[src/rtl/wash_sequencer.sv]
// Wash-cycle sequencer: SOAK -> WASH -> RINSE x(1+n_extra) -> SPIN -> DRY, with
// lid-open pause, abort-with-drain and remaining-time / rinse-index status.
module wash_sequencer #(
  parameter int TICK_DIV  = 100_000_000,
  parameter int SOAK_T    = 60,
  parameter int WASH_T    = 60,
  parameter int RINSE_T   = 60,
  parameter int SPIN_T    = 60,
  parameter int DRY_T     = 60,
  parameter int MAX_EXTRA = 3,
  parameter int CW        = 16,
  parameter int EW        = 2
) (
  input  logic          clk,
  input  logic          rst,
  input  logic          coin,
  input  logic [EW-1:0] extra_rinse,
  input  logic          lid_cl,
  input  logic          abort,
  output logic          soak_signal,
  output logic          wash_signal,
  output logic          rinse_signal,
  output logic          spin_signal,
  output logic          dry_signal,
  output logic          paused,
  output logic          completed,
  output logic          done,
  output logic          aborted,
  output logic [EW-1:0] rinse_num,
  output logic [CW-1:0] remaining
);

  localparam int PW = (TICK_DIV > 1) ? $clog2(TICK_DIV) : 1;
  localparam logic [PW-1:0] PRESC_MAX = PW'(TICK_DIV - 1);
  localparam logic [EW-1:0] EXTRA_MAX = EW'(MAX_EXTRA);

  typedef enum logic [2:0] {IDLE, SOAK, WASH, RINSE, SPIN, DRY} state_t;

  state_t        state_reg;
  logic [PW-1:0] presc_reg;
  logic [CW-1:0] cnt_reg;
  logic [EW-1:0] rinse_num_reg;
  logic [EW-1:0] n_extra_reg;
  logic          drain_reg;
  logic          aborted_reg;
  logic          done_reg;

  always_ff @(posedge clk) begin
    if (!rst) begin
      state_reg     <= IDLE;
      presc_reg     <= '0;
      cnt_reg       <= '0;
      rinse_num_reg <= '0;
      n_extra_reg   <= '0;
      drain_reg     <= 1'b0;
      aborted_reg   <= 1'b0;
      done_reg      <= 1'b0;
    end else begin
      done_reg <= 1'b0;
      if (state_reg == IDLE) begin
        if (coin) begin
          state_reg   <= SOAK;
          cnt_reg     <= CW'(SOAK_T);
          presc_reg   <= '0;
          aborted_reg <= 1'b0;
          drain_reg   <= 1'b0;
          n_extra_reg <= (extra_rinse > EXTRA_MAX) ? EXTRA_MAX : extra_rinse;
        end
      end else if (abort && state_reg != SPIN) begin
        // Abort wins over the lid and the tick; SPIN is already draining.
        presc_reg     <= '0;
        rinse_num_reg <= '0;
        if (state_reg == DRY) begin
          state_reg   <= IDLE;
          cnt_reg     <= '0;
          aborted_reg <= 1'b1;
        end else begin
          state_reg <= SPIN;
          cnt_reg   <= CW'(SPIN_T);
          drain_reg <= 1'b1;
        end
      end else if (lid_cl) begin
        if (presc_reg != PRESC_MAX) begin
          presc_reg <= presc_reg + 1'b1;
        end else begin
          presc_reg <= '0;
          if (cnt_reg != CW'(1)) begin
            cnt_reg <= cnt_reg - 1'b1;
          end else begin
            case (state_reg)
              SOAK: begin
                state_reg <= WASH;
                cnt_reg   <= CW'(WASH_T);
              end
              WASH: begin
                state_reg <= RINSE;
                cnt_reg   <= CW'(RINSE_T);
              end
              RINSE: begin
                if (rinse_num_reg < n_extra_reg) begin
                  rinse_num_reg <= rinse_num_reg + 1'b1;
                  cnt_reg       <= CW'(RINSE_T);
                end else begin
                  state_reg     <= SPIN;
                  cnt_reg       <= CW'(SPIN_T);
                  rinse_num_reg <= '0;
                end
              end
              SPIN: begin
                if (drain_reg) begin
                  state_reg   <= IDLE;
                  cnt_reg     <= '0;
                  aborted_reg <= 1'b1;
                  drain_reg   <= 1'b0;
                end else begin
                  state_reg <= DRY;
                  cnt_reg   <= CW'(DRY_T);
                end
              end
              DRY: begin
                state_reg <= IDLE;
                cnt_reg   <= '0;
                done_reg  <= 1'b1;
              end
              default: begin
                state_reg <= IDLE;
                cnt_reg   <= '0;
              end
            endcase
          end
        end
      end
    end
  end

  assign soak_signal  = (state_reg == SOAK)  & lid_cl;
  assign wash_signal  = (state_reg == WASH)  & lid_cl;
  assign rinse_signal = (state_reg == RINSE) & lid_cl;
  assign spin_signal  = (state_reg == SPIN)  & lid_cl;
  assign dry_signal   = (state_reg == DRY)   & lid_cl;
  assign paused       = (state_reg != IDLE)  & ~lid_cl;
  assign completed    = (state_reg == IDLE);
  assign done         = done_reg;
  assign aborted      = aborted_reg;
  assign rinse_num    = rinse_num_reg;
  assign remaining    = cnt_reg;

endmodule

[config.mk]
export PLATFORM = sky130hd
export DESIGN_NAME = wash_sequencer
export DESIGN_NICKNAME = d
export VERILOG_FILES = /design/src/rtl/wash_sequencer.sv
export SDC_FILE = /design/constraint.sdc
export NUM_CORES = 1
export LEC_CHECK = 0
export CAP_MARGIN = 0
export CORE_MARGIN = 2
export CORE_UTILIZATION = 38
export DETAILED_ROUTE_END_ITERATION = 10
export PLACE_DENSITY = 0.63
export SLEW_MARGIN = 20
export SYNTH_ARGS = -nofsm -noshare
export SYNTH_HDL_FRONTEND = slang
export SYNTH_SLANG_ARGS = --single-unit
[constraint.sdc]
create_clock -name clk -period 2 [get_ports clk]
set_input_delay 0.5 -clock clk [delete_from_list [all_inputs] [get_ports clk]]
set_output_delay 0.5 -clock clk [all_outputs]
set_load 0.05 [all_outputs]
# After elaboration in Yosys (flattened, before gate mapping)
# Cells that the tools add are included.
# word_totals
regBits	53
in_bits	7
out_inout_bits	27
# classes
add_sub_neg	3
n_lt_le_gt_ge	2
n_eq_ne	16
n_mux	48
n_bitwise	9
reduce_logical	17
# ops
operator	count
$mux 27	5
$mux 16	6
$add 27x1->27 const B	1
$mux 3	9
$ne 27x27->1 const B	1
$mux 1	17
$ne 16x1->1 const B	1
$sub 16x1->16 const B	1
$mux 2	7
$mux 6	2
$ne 3x3->1 const B	4
$pmux 3 s4	1
$pmux 6 s2	1
$reduce_bool 3->1	4
$reduce_and 5->1	2
$reduce_and 7->1	1
$and 1x1->1	6
$eq 3x2->1 const B	2
$eq 3x3->1 const B	2
$ne 2x2->1 const B	3
$reduce_and 6->1	1
$reduce_or 6->1	1
$ne 4x4->1 const B	1
$reduce_and 2->1	2
11 further kinds	14

# Longest topological paths before layout
# logic_depth
depth_word	8
depth_mapped	9

# Worst setup path before layout
# Ideal clock, no wire load.
# synth_timing
path_type	reg-to-reg
start	register state_reg[0]
end	register state_reg[0]
setup_ns	0.070
arrival_time_ns	2.361
slack_ns	-0.431
stages_incl_launch_ff	8
cell_sequence	dfxtp_1 > clkbuf_1 > nor3_2 > a21oi_1 > a221oi_2 > o21ai_2 > or3_1 > a21boi_1
# synth_between
elab_cells_between_ends	19
cone_classes	9 x eq/ne; 6 x mux; 4 x reduce/logical
# synth_lines
element	line	text
start: declaration	39	state_t state_reg;
start signal: assignment	50	state_reg <= IDLE;
start signal: assignment	62	state_reg <= SOAK;
start signal: assignment	74	state_reg <= IDLE;
$logic_not 3->1 (*)	n/a	
named net completed	26	output logic completed,
$ne 4x4->1 (no source line) (tied with other cells)	n/a	
$reduce_and 5->1 (no source line)	n/a	
# The timed path passes the listed nets; every way through them passes the cells marked *. The select of a mux whose other input is x is not followed.
# A chain may end at the register's enable or synchronous reset.

# Final worst setup path
# layout_timing
start	register state_reg[1]
end	output paused
# layout_between
elab_chain_cells	2
# layout_lines
element	line	text
$reduce_bool 3->1	141	assign paused = (state_reg != IDLE) & ~lid_cl;
$and 1x1->1	141	
end: declaration	25	output logic paused,
# Every way passes these cells.

==> flow_metrics.py <==
metrics = {
    "run_status": {
        "outcome": "complete, no violations",
    },
    "cts": {
        "cts_root_buf": "clkbuf_8",
        "cts_clk_pin_slew_worst_paths_ns": 0.11,
        "cts_inserted_buffers": 5,
        "clock_tree_from_tritoncts": "done",
        "worst_skew_pair.late_latency_ns": 0.32,
        "max-clock-path-buffers": 2,
        "cts_num_sinks": 53,
        "cts_htree_levels": 2,
    },
    "power_and_ir_drop": {
        "combPwrFrac_pct": 54.7,
        "p_per_area_mw_per_mm2": 1020,
        "total_leakage_power_nw": 1.78,
        "power.clock.fraction_pct": 17.4,
        "power.total_w": 0.00447,
        "netSwitchingPower_w": 0.00184,
        "ir_drop_uv": 477,
        "swShare_pct": 41.1,
        "power.internal_w": 0.00263,
        "sequential_power_share_pct": 27.8,
    },
    "finish": {
        "layout.nets": 495,
        "layout_commonest_cell": "buf_4",
        "antenna-diode-count": 0,
        "num-fill-cells": 700,
        "largest_register_ff_count": 27,
        "syn_to_final_growth_pct": 46.0,
        "drive_gt1_share_pct": 35.3,
        "final_cell_mix": "buf_4, dfxtp_1, nand2_1",
    },
    "setup_path": {
        "worst_setup_path_end_kind": "output pin",
        "criticalPathCategory": "flop to output pin",
        "cp_data_arrival_time_ns": 1.47,
        "critPathRequiredTime_ns": 1.50,
        "critical_path.startpoint_type": "flop",
        "cp_max_fo": 15,
    },
    "timing": {
        "report.final.hold_viol_count": 0,
        "finalCritPeriodShare_pct": 98.6,
        "setup-violations-final": 0,
        "tightestPinTransition_ns": 0.509,
        "setup_clock_skew_after_layout_ns": 0.0157,
        "drv_slew": 0,
        "post-route-min-period_ns": 1.97,
        "setup-tns-final_ns": 0,
        "timing.fmax_ghz": 0.507,
        "worst_slew_margin_rel_pct": 66.0,
        "rsz0062_at_grt": "yes",
    },
    "yosys": {
        "synth_warnings": 0,
        "synth_edf_count": 0,
        "number_of_flip_flops_and_latches_in_the_synthesized_netlist": 53,
        "synthArstFlopShare_pct": 0,
        "mappedNetlistNets": 387,
        "postSynth.topFlopCell": "dfxtp_1",
        "synth.lib_cells_used.distinct": 63,
        "syn_area_per_cell_sq_um": 8.01,
        "syn-instance-count": 376,
        "post_synth_instance_area_sq_mm": 0.00301,
        "seq_area_frac_synth_pct": 35.2,
    },
    "routing": {
        "num_vias": 3179,
        "detail_route.vias_per_cell": 5.42,
        "first_drt_iteration_drcs": 161,
        "drc": 0,
        "drt_wl_total_microns": 8470,
        "pre_repair_dr_iteration_count": 4,
        "post_drt_wl_per_cell_microns": 14.4,
        "antenna_violating_nets_post_route": 0,
    },
    "floorplan": {
        "floorplan.initialDensity_pct": 39.2,
        "design.die.area_sq_mm": 0.00865,
        "i_o_pins": 34,
        "floorplan_die_width_microns": 93.0,
        "placementRows": 32,
        "die_h_microns": 93.0,
        "core_region_area_sq_mm": 0.00769,
    },
    "placement": {
        "gp_routability_congestion": 0.894,
        "dpl.hpwl_microns": 6270,
        "placement.io_buffers": 33,
    },
    "grt": {
        "grt_pass1_vias": 2971,
        "global_route_wire_length_before_repair_microns": 13700,
        "initial_antenna_violation_count": 0,
        "global_route.usage.total_pct": 19.4,
        "largest_net_degree_at_the_start_of_global_routing": 21,
        "grt_overflow_total": 0,
    },
    "flow_run": {
        "max_cap_violations": 0,
    },
    "hold_path": {
        "tightest_hold_check_type": "flop to flop",
    },
}
## power groups by stage
| stage | Combinational [W] | Clock, W | Sequential [W] |
|---|---|---|---|
| CTS | 0.00230 | 0.000792 | 0.00124 |
| global route | 0.00263 | 0.000842 | 0.00126 |
| detailed placement | 0.00227 | 0 | 0.00125 |
| finish | 0.00245 | 0.000778 | 0.00125 |
| floorplan | 0.00115 | 0 | 0.00139 |
| global placement | 0.00224 | 0 | 0.00125 |
## cell type report
cell class	instances	area (sq um)	share of cell area [%]
clock inverter	3	47.5	1.08
inverter	10	37.5	0.854
timing repair buffer	118	1020	23.3
clock buffer	5	68.8	1.57
multi-input combinational	296	2010	45.8
sequential	53	1080	24.5
tap	102	128	2.90
## per-layer routing
metal | share of wire (%) | vias up | global-route usage, %
li1 | - | 1574 | -
met1 | 48 | 1508 | 26.3
met2 | 46 | 81 | 32.5
met3 | 4.6 | 16 | 3.22
met4 | 1.5 | 0 | 4.29
met5 | 0 | - | 0
## repair_timing
item	4_1_cts	5_1_grt
hold buffers	0	0
gates cloned	1	0
pin swaps	4	16
gates resized for setup	16	41
setup buffers	1	5
setup endpoints to repair	43	47
## cell families (layout without fill, tap and decap cells)
group | after synthesis | count (layout) | share of synthesized area [%]
muxes | 3 | 3 | 0.998
adders and majority gates | 5 | 5 | 2.00
AOI/OAI and AO/OA | 81 | 81 | 17.8
xor gates and xnor gates | 21 | 21 | 6.11
DFF | 53 | 53 | 35.2
buffers and inverters | 28 | 136 | 3.95
and+or+nand+nor | 185 | 186 | 33.9
## worst max-delay path: stages (launching register included)
cell	delay, ns
dfxtp_1	0.34
buf_6	0.16
nor3_4	0.30
buf_6	0.17
nor2_2	0.05
buf_12	0.14
## final timing paths
path                                     from                          end  slack, ns  cells after the start
setup reg to reg    remaining[1]$_SDFFE_PN0P_    state_reg[0]$_SDFFE_PN0P_       0.04                      8
setup / recovery    state_reg[1]$_SDFFE_PN0P_                       paused       0.03                      5
hold / removal    n_extra_reg[0]$_SDFFE_PN0P_  n_extra_reg[0]$_SDFFE_PN0P_       0.47                      2
hold reg to reg   n_extra_reg[0]$_SDFFE_PN0P_  n_extra_reg[0]$_SDFFE_PN0P_       0.47                      2
## metrics by stage
stage | instance area, sq um | utilization (%) | setup WS, ns | hold WS (ns) | std cells
floorplan | 3030 | - | -0.157 | 0.444 | 376
global placement | 4040 | 52.5 | -0.349 | 0.455 | 572
detailed placement | 4040 | 52.5 | -0.394 | 0.457 | 572
CTS | 4220 | 54.9 | 0.00814 | 0.472 | 582
global route | 4400 | 57.2 | -0.0535 | 0.508 | 587
finish | 4400 | 57.2 | 0.0276 | 0.467 | 587
## cell usage after synthesis, types with 5 or more instances
cell type | count | area, sq um
a21boi_0 | 7 | 52.6
a21oi_1 | 15 | 75.1
and3_1 | 8 | 50.1
and4_1 | 5 | 43.8
buf_2 | 5 | 25.0
clkbuf_1 | 12 | 45.0
dfxtp_1 | 53 | 1060
inv_1 | 10 | 37.5
nand2_1 | 42 | 158
nand2b_1 | 5 | 31.3
nand3_1 | 23 | 115
nand3b_1 | 6 | 45.0
nand4_1 | 10 | 62.6
nor2_1 | 44 | 165
nor3_1 | 7 | 35.0
o21ai_0 | 14 | 70.1
o21ai_1 | 5 | 25.0
o22ai_1 | 9 | 56.3
xnor2_1 | 7 | 61.3
xor2_1 | 14 | 123
(Power assumes the default switching activity.)
